===== config.mk =====
export PLATFORM = sky130hd
export DESIGN_NAME = sketch_hot_filter
export DESIGN_NICKNAME = d
export VERILOG_FILES = /design/src/rtl/sketch_hot_filter.sv
export SDC_FILE = /design/constraint.sdc
export NUM_CORES = 1
export LEC_CHECK = 0
export BUFFER_PORTS_ARGS = -buffer_cell sky130_fd_sc_hd__buf_2
export CORE_MARGIN = 2
export CORE_UTILIZATION = 64
export CTS_CLUSTER_SIZE = 10
export DETAILED_ROUTE_END_ITERATION = 8
export PLACE_DENSITY = 0.8
export SLEW_MARGIN = 20
export SYNTH_ARGS = -nofsm -noshare
export SYNTH_HDL_FRONTEND = slang
export SYNTH_SLANG_ARGS = --single-unit

===== constraint.sdc =====
create_clock -name clk -period 15.3 [get_ports clk]
set_clock_uncertainty 0.15 [all_clocks]
set_input_delay 3.06 -clock clk [delete_from_list [all_inputs] [get_ports clk]]
set_output_delay 3.06 -clock clk [all_outputs]
set_load 0.01 [all_outputs]

===== src/rtl/sketch_hot_filter.sv =====
// sketch_hot_filter: combines count-min sketch lane reads into a min estimate,
// flags hot keys against a threshold, suppresses recently reported keys and
// queues the survivors in a first-word-fall-through FIFO for the reporter.
module sketch_hot_filter #(
  parameter int NUM_LANES    = 4,
  parameter int KEY_WIDTH    = 32,
  parameter int CNT_WIDTH    = 16,
  parameter int FIFO_DEPTH   = 16,
  parameter int DEDUP_DEPTH  = 8,
  parameter int EPOCH_CYCLES = 65536
) (
  input  logic                           clk,
  input  logic                           rst_n,
  input  logic                           enable_i,
  input  logic                           clear_i,
  input  logic [CNT_WIDTH-1:0]           threshold_i,
  input  logic [NUM_LANES-1:0]           lane_valid_i,
  input  logic [NUM_LANES*CNT_WIDTH-1:0] lane_cnt_i,
  input  logic [KEY_WIDTH-1:0]           lane_key_i,
  output logic                           hot_valid_o,
  input  logic                           hot_ready_i,
  output logic [KEY_WIDTH-1:0]           hot_key_o,
  output logic [CNT_WIDTH-1:0]           hot_cnt_o,
  output logic [$clog2(FIFO_DEPTH):0]    fifo_level_o,
  output logic [31:0]                    drop_cnt_o,
  output logic [31:0]                    misalign_cnt_o,
  output logic [31:0]                    hot_total_o
);

  localparam int LW  = $clog2(FIFO_DEPTH);
  localparam int DW  = (DEDUP_DEPTH > 1) ? $clog2(DEDUP_DEPTH) : 1;
  localparam int EW  = $clog2(EPOCH_CYCLES);

  typedef enum logic {RUN, IDLE} state_t;

  state_t state, next_state;
  logic   epoch_run;

  logic                 s1_valid;
  logic [CNT_WIDTH-1:0] s1_min;
  logic [KEY_WIDTH-1:0] s1_key;

  logic [CNT_WIDTH-1:0] lane_min;
  logic                 all_valid, partial_valid;

  logic [KEY_WIDTH-1:0] fifo_key [FIFO_DEPTH];
  logic [CNT_WIDTH-1:0] fifo_cnt [FIFO_DEPTH];
  logic [LW-1:0]        rd_ptr, wr_ptr;
  logic [LW:0]          level;

  logic [KEY_WIDTH-1:0]   dedup_key [DEDUP_DEPTH];
  logic [DEDUP_DEPTH-1:0] dedup_valid;
  logic [DW-1:0]          dedup_ptr;
  logic [EW-1:0]          epoch;

  logic candidate, dedup_hit, fifo_full, do_push, do_drop, do_pop, epoch_wrap;

  function automatic logic [31:0] sat_inc(input logic [31:0] v);
    return (v == 32'hFFFF_FFFF) ? v : v + 32'd1;
  endfunction

  // Control state register: RUN while detection is enabled, IDLE otherwise.
  always_ff @(posedge clk) begin
    if (!rst_n) state <= RUN;
    else        state <= next_state;
  end

  // Next-state logic; the epoch timer only advances while in RUN.
  always_comb begin
    next_state = state;
    epoch_run  = 1'b0;
    case (state)
      RUN: begin
        epoch_run = 1'b1;
        if (!enable_i) next_state = IDLE;
      end
      IDLE: begin
        if (enable_i) next_state = RUN;
      end
      default: next_state = RUN;
    endcase
  end

  // Unsigned minimum over all lane counters plus lane-valid alignment check.
  always_comb begin
    lane_min = lane_cnt_i[CNT_WIDTH-1:0];
    for (int i = 1; i < NUM_LANES; i++) begin
      if (lane_cnt_i[i*CNT_WIDTH +: CNT_WIDTH] < lane_min)
        lane_min = lane_cnt_i[i*CNT_WIDTH +: CNT_WIDTH];
    end
    all_valid     = &lane_valid_i;
    partial_valid = (|lane_valid_i) && !all_valid;
  end

  // Stage 1 register: aligned access, its min estimate and key.
  always_ff @(posedge clk) begin
    if (!rst_n) begin
      s1_valid <= 1'b0;
      s1_min   <= '0;
      s1_key   <= '0;
    end else begin
      s1_valid <= all_valid;
      s1_min   <= lane_min;
      s1_key   <= lane_key_i;
    end
  end

  // Stage 2 decision: threshold test, dedup lookup, push/drop/pop and epoch wrap.
  always_comb begin
    candidate = s1_valid && enable_i && (threshold_i != '0) && (s1_min >= threshold_i);
    dedup_hit = 1'b0;
    for (int i = 0; i < DEDUP_DEPTH; i++) begin
      if (dedup_valid[i] && (dedup_key[i] == s1_key)) dedup_hit = 1'b1;
    end
    fifo_full  = (level == (LW+1)'(FIFO_DEPTH));
    do_push    = candidate && !dedup_hit && !fifo_full && !clear_i;
    do_drop    = candidate && !dedup_hit && fifo_full && !clear_i;
    do_pop     = hot_valid_o && hot_ready_i;
    epoch_wrap = epoch_run && (epoch == EW'(EPOCH_CYCLES - 1));
  end

  // FIFO pointers and occupancy; clear empties the queue.
  always_ff @(posedge clk) begin
    if (!rst_n || clear_i) begin
      rd_ptr <= '0;
      wr_ptr <= '0;
      level  <= '0;
    end else begin
      if (do_push) wr_ptr <= wr_ptr + LW'(1);
      if (do_pop)  rd_ptr <= rd_ptr + LW'(1);
      case ({do_push, do_pop})
        2'b10:   level <= level + (LW+1)'(1);
        2'b01:   level <= level - (LW+1)'(1);
        default: level <= level;
      endcase
    end
  end

  // FIFO storage; contents need no reset because occupancy gates the head.
  always_ff @(posedge clk) begin
    if (do_push) begin
      fifo_key[wr_ptr] <= s1_key;
      fifo_cnt[wr_ptr] <= s1_min;
    end
  end

  // Dedup table: epoch wrap invalidates everything except an entry inserted the same edge.
  always_ff @(posedge clk) begin
    if (!rst_n || clear_i) begin
      dedup_valid <= '0;
      dedup_ptr   <= '0;
    end else begin
      if (epoch_wrap) dedup_valid <= '0;
      if (do_push) begin
        dedup_valid[dedup_ptr] <= 1'b1;
        dedup_ptr <= (dedup_ptr == DW'(DEDUP_DEPTH - 1)) ? '0 : dedup_ptr + DW'(1);
      end
    end
  end

  // Dedup key storage, only meaningful where the matching valid bit is set.
  always_ff @(posedge clk) begin
    if (do_push) dedup_key[dedup_ptr] <= s1_key;
  end

  // Epoch timer, frozen in IDLE, wraps at the epoch length.
  always_ff @(posedge clk) begin
    if (!rst_n || clear_i) epoch <= '0;
    else if (epoch_wrap)   epoch <= '0;
    else if (epoch_run)    epoch <= epoch + EW'(1);
  end

  // Saturating statistics counters.
  always_ff @(posedge clk) begin
    if (!rst_n || clear_i) begin
      hot_total_o    <= '0;
      drop_cnt_o     <= '0;
      misalign_cnt_o <= '0;
    end else begin
      if (do_push)       hot_total_o    <= sat_inc(hot_total_o);
      if (do_drop)       drop_cnt_o     <= sat_inc(drop_cnt_o);
      if (partial_valid) misalign_cnt_o <= sat_inc(misalign_cnt_o);
    end
  end

  assign hot_valid_o  = (level != '0);
  assign hot_key_o    = hot_valid_o ? fifo_key[rd_ptr] : '0;
  assign hot_cnt_o    = hot_valid_o ? fifo_cnt[rd_ptr] : '0;
  assign fifo_level_o = level;

endmodule


Word level (Yosys, flattened, before mapping):

Memories as Yosys holds them, arrays and structs flattened. A register that Yosys moved wholly into a read port is not among the register bits.
Cells that the tools add are included.

* bits in registers: 186
* RAM bits: 1024
* bits of input ports: 121
* output and inout port bits: 150
* word-level logic and storage cells: 114
* memories: 3

* $add $sub $neg: 9
* order comparisons: 6
* equality and inequality tests: 16
* muxes and demuxes: 28
* bitwise operators: 4
* reductions and logical operators: 35

Memory list
* fifo_key: depth 16, width 32, rd ports 1, clocked after Yosys merged registers in 1, wr ports 1, line 46 `logic [KEY_WIDTH-1:0] fifo_key [FIFO_DEPTH];`
* dedup_key: depth 8, width 32, rd ports 8, clocked after Yosys merged registers in 0, wr ports 1, line 51 `logic [KEY_WIDTH-1:0] dedup_key [DEDUP_DEPTH];`
* fifo_cnt: depth 16, width 16, rd ports 1, clocked after Yosys merged registers in 1, wr ports 1, line 47 `logic [CNT_WIDTH-1:0] fifo_cnt [FIFO_DEPTH];`

Operators with widths (number)
* $eq 32x32->1: 8
* $add 32x1->32 const B: 3
* $eq 32x32->1 const B: 3
* $mux 16: 4
* $lt 16x16->1: 3
* $mux 32: 1
* $mux 8: 3
* $logic_and 1x1->1: 20
* $add 16x1->16 const B: 1
* $eq 16x16->1 const B: 1
* $ge 16x16->1: 1
* $mux 4: 4
* $reduce_bool 16->1: 1
* $mux 1: 13
* $pmux 5 s2: 1
* $add 4x1->4 const B: 2
* $or 8x8->8: 1
* $reduce_and 2->1: 3
* $add 5x1->5 const B: 1
* $eq 5x5->1 const B: 1
* $logic_not 1->1: 5
* $reduce_bool 5->1: 1
* $sub 5x1->5 const B: 1
* $lt 3x4->1 const B: 1
* other kinds (13): 15

Longest topological paths before layout:

* word-level depth: 16
* gate-level depth with buffers: 33
* mapped depth without buffers: 27

Least setup slack after synthesis:

OpenSTA, ideal clock, no wires.

* kind: input to register
* start: input lane_cnt_i[11]
* end: register s1_min[10]
* setup time: 134 ps
* arrival time: 8766 ps
* data required time: 15016 ps
* slack: 6251 ps
* stages on the path: 33
* path buffers: 6
* cells stage by stage: inv_1 -> ha_1 -> nand4_1 -> o221a_2 -> o21ai_0 -> a31o_2 -> buf_2 -> buf_1 -> mux2i_1 -> ha_1 -> nand2_1 -> o21ai_0 -> a41oi_1 -> nor2_1 -> and2_1 -> o21ai_0 -> and3b_1 -> clkbuf_1 -> buf_2 -> mux2_2 -> ha_1 -> a211oi_1 -> nor2_1 -> nor3_1 -> o21bai_1 -> a21oi_1 -> o211ai_1 -> or3_1 -> o211a_1 -> buf_2 -> nand2_1 -> buf_2 -> o22ai_1

* cells in the longest elaborated chain, start to end: 6

Ends and longest elaborated chain
* from (decl): line 18 `input logic [NUM_LANES*CNT_WIDTH-1:0] lane_cnt_i,`
* $lt 16x16->1: line 88 `if (lane_cnt_i[i*CNT_WIDTH +: CNT_WIDTH] < lane_min)`
* $mux 16 (*): line 88
* $lt 16x16->1: line 88
* $mux 16 (*): line 88
* $lt 16x16->1: line 88
* $mux 16 (*): line 88
* to (signal assigned): line 103 `s1_min <= lane_min;`
* to (decl): line 40 `logic [CNT_WIDTH-1:0] s1_min;`

Mark *: on every way between the ends. The rest lies on a longest branch, timed or not.
A chain may end at the register's enable or synchronous reset.

Worst setup path after layout:

* start: input lane_cnt_i[11]
* end: register s1_min[8]

Same word-level chain as after synthesis.

==> flow_summary.ini <==
[floorplan]
core_mm2 = 0.07721
pin_count = 271
die_x_um = 282.7
die-height_um = 282.7
initial_core_util_pct = 64.40
die-area_mm2 = 0.07994
rows = 102

[cells_and_area]
finalNonFillerCells = 4394
fin_area_mm2 = 0.05636
fin_util_pct = 72.99
layout_common_cells = 1,024 x edfxtp_1, 270 x buf_2, 240 x mux4_2, 231 x xor2_1, 186 x dfxtp_1
fin_nets = 3460
antennaDiodeCount = 0
drive_gt1_share_pct = 23.58
area_growth_pct = 13.33
layout.cells.most_common = edfxtp_1

[clock_network]
cts_tree = built
cts_resized = 0
htreeDepth = 4
post_cts_buffers = 0
cts_hold_buf = 0
numCtsBuffers = 139
clkSinkCount = 1214
clk_pin_slew_ns = 0.06
clock_latency_ns = 0.73
cts_max_path_buffers = 3
cts_root_buf = clkbuf_16

[worst_hold_path]
hold_class = flop to flop
min_from = dedup_valid[4]

[global_route]
grt_max_degree = 123
grt-ovfl-total = 0
grt_pass1_wl_mm = 183.6
antenna_found_initial = 1
grt_usage_pct = 31.48
first_global_vias = 29454

[sta]
slew_headroom_pct = 24.72
hold_violations = 0
setup_viol = 0
fin_setup_tns_ns = 0
worst_slack_ns = 6.098
final_max_slew_viol_count = 0
fmax_mhz = 108.7
worst_slew_pin_slew_ns = 1.129
period_share_pct = 60.14
holdWs_ns = 0.3189
period_needed_ns = 9.202
rsz0062_at_grt = no

[critical_path]
r2r_start = s1_min[0]
endpoint_kind = flop
cp-start-kind = primary input
crit_slowest_cell = and3b_1
critPathArrivalTime_ns = 9.63
path_class = primary input to flop
cp.required_ns = 15.73
max_stage_delay_ns = 0.56
startpoint = lane_cnt_i[11]
worst-path-max-fanout = 20

[power]
p_leak_nw = 20.26
irDropWorstVdd_mv = 0.09655
p_total_mw = 6.936
p_per_area_mw_per_mm2 = 123.1

[yosys]
synthArstFlopShare_pct = 0
syn_nets = 3118
postSynthAreaPerCell_um2 = 17.02
synth_area_mm2 = 0.04973
synth_area_leaders = edfxtp_1 62%, mux4_2 11%, dfxtp_1 7.6%
synth-warning-count = 0
synth_cells = 2921
synth_top_area_share_pct = 61.84
ys_types = 63
synth_ff_type = edfxtp_1
synth_seq_cells = 1214
ys_seq_area_share_pct = 69.49
synth_top_cell_by_area = edfxtp_1
synth_edf_count = 1024

[place]
placedCellCount = 4162
dpl.hpwl_mm = 63.67
place_ws_ns = 5.473
routabilityCongestion = 0.8267
port_buffers = 270
placed_cell_area_mm2 = 0.05232

[drt]
first_pass_iters = 9
drtIter0Drc = 3217
drc_errors = 1
drt-total-wl_mm = 123.6
avgRoutedWirePerCell_um = 28.12
ant_nets = 0
viasPerCell = 6.457
vias = 28374

[status]
failed_checks = design-rule violations
status = finished with violations

[job]
cap_violations = 0
## cell type report
cell class | instances | area (um2)
Inverter | 71 | 266.5
Clock buffer | 221 | 3871
Sequential cell | 1214 | 34570
Tap cell | 1040 | 1301
Fill cell | 4413 | 20860
Clock inverter | 11 | 167.7
Multi-Input combinational cell | 1501 | 14320
Timing Repair Buffer | 336 | 1859
## power breakdown
part	internal (mW)	switching [mW]
sequential	3.63	0.0438
clock	1.74	1.29
combinational	0.0868	0.158
total	5.45	1.49
## cells in the mapped netlist, types with 28 or more instances
library cell  number
nand4_1           64
o21ai_0           43
nand3_1           55
nor3_1            28
and3_1            34
or3_1             32
and2_1            87
inv_1             71
ha_1              75
nor4_1            52
mux4_2           240
dfxtp_1          190
nand2_1          106
xnor2_1          104
clkbuf_1          76
mux2i_1           28
nor2_1           139
edfxtp_1        1024
xor2_1           231
a21oi_1           56
## state kept, by name (all words and copies together), names as in the netlist, 16 cells and up, named ones only
name            flops
dedup_key         256
drop_cnt_o         32
epoch              16
fifo_cnt          256
fifo_key          512
hot_total_o        32
misalign_cnt_o     32
s1_key             32
s1_min             16
## cell families (layout without fill, tap and decap cells)
family	count (synthesis)	count (layout)	synth area share, %
AO/OA/AOI/OAI	166	166	2.053
flip-flops	1214	1214	69.49
buffers and inverters	206	639	2.008
XOR/XNOR	335	335	5.901
adder cells (fa/ha/maj)	76	76	1.927
multiplexers	283	283	11.77
AND/OR/NAND/NOR	641	641	6.849
## path summary, 6_finish.rpt
kind                                   endpoint  slack, ns  cells after the start
worst max register to register  fifo_level_o[4]       9.19                     19
worst max-delay path                  s1_min[8]       6.10                     28
worst min register to register   dedup_valid[4]       0.32                      2
worst min-delay path             dedup_valid[4]       0.32                      2
## per-layer routing
metal | vias to the layer above | routed length (um) | track usage [%]
met4 | 0 | 3606 | 10.08
li1 | 11954 | - | -
met2 | 1696 | 63420 | 53.46
met3 | 256 | 11760 | 6.644
met5 | - | 0 | 0
met1 | 14468 | 44770 | 41.10
## critical path, delay by kind of cell
| family | cells | cell delay, ns |
|---|---|---|
| muxes | 2 | 0.80 |
| and+or+nand+nor | 9 | 2.14 |
| buffers and inverters | 2 | 0.13 |
| adders and majority gates | 3 | 0.91 |
| AOI/OAI and AO/OA | 12 | 2.57 |
No activity file was read; power rests on OpenSTA's default activity.
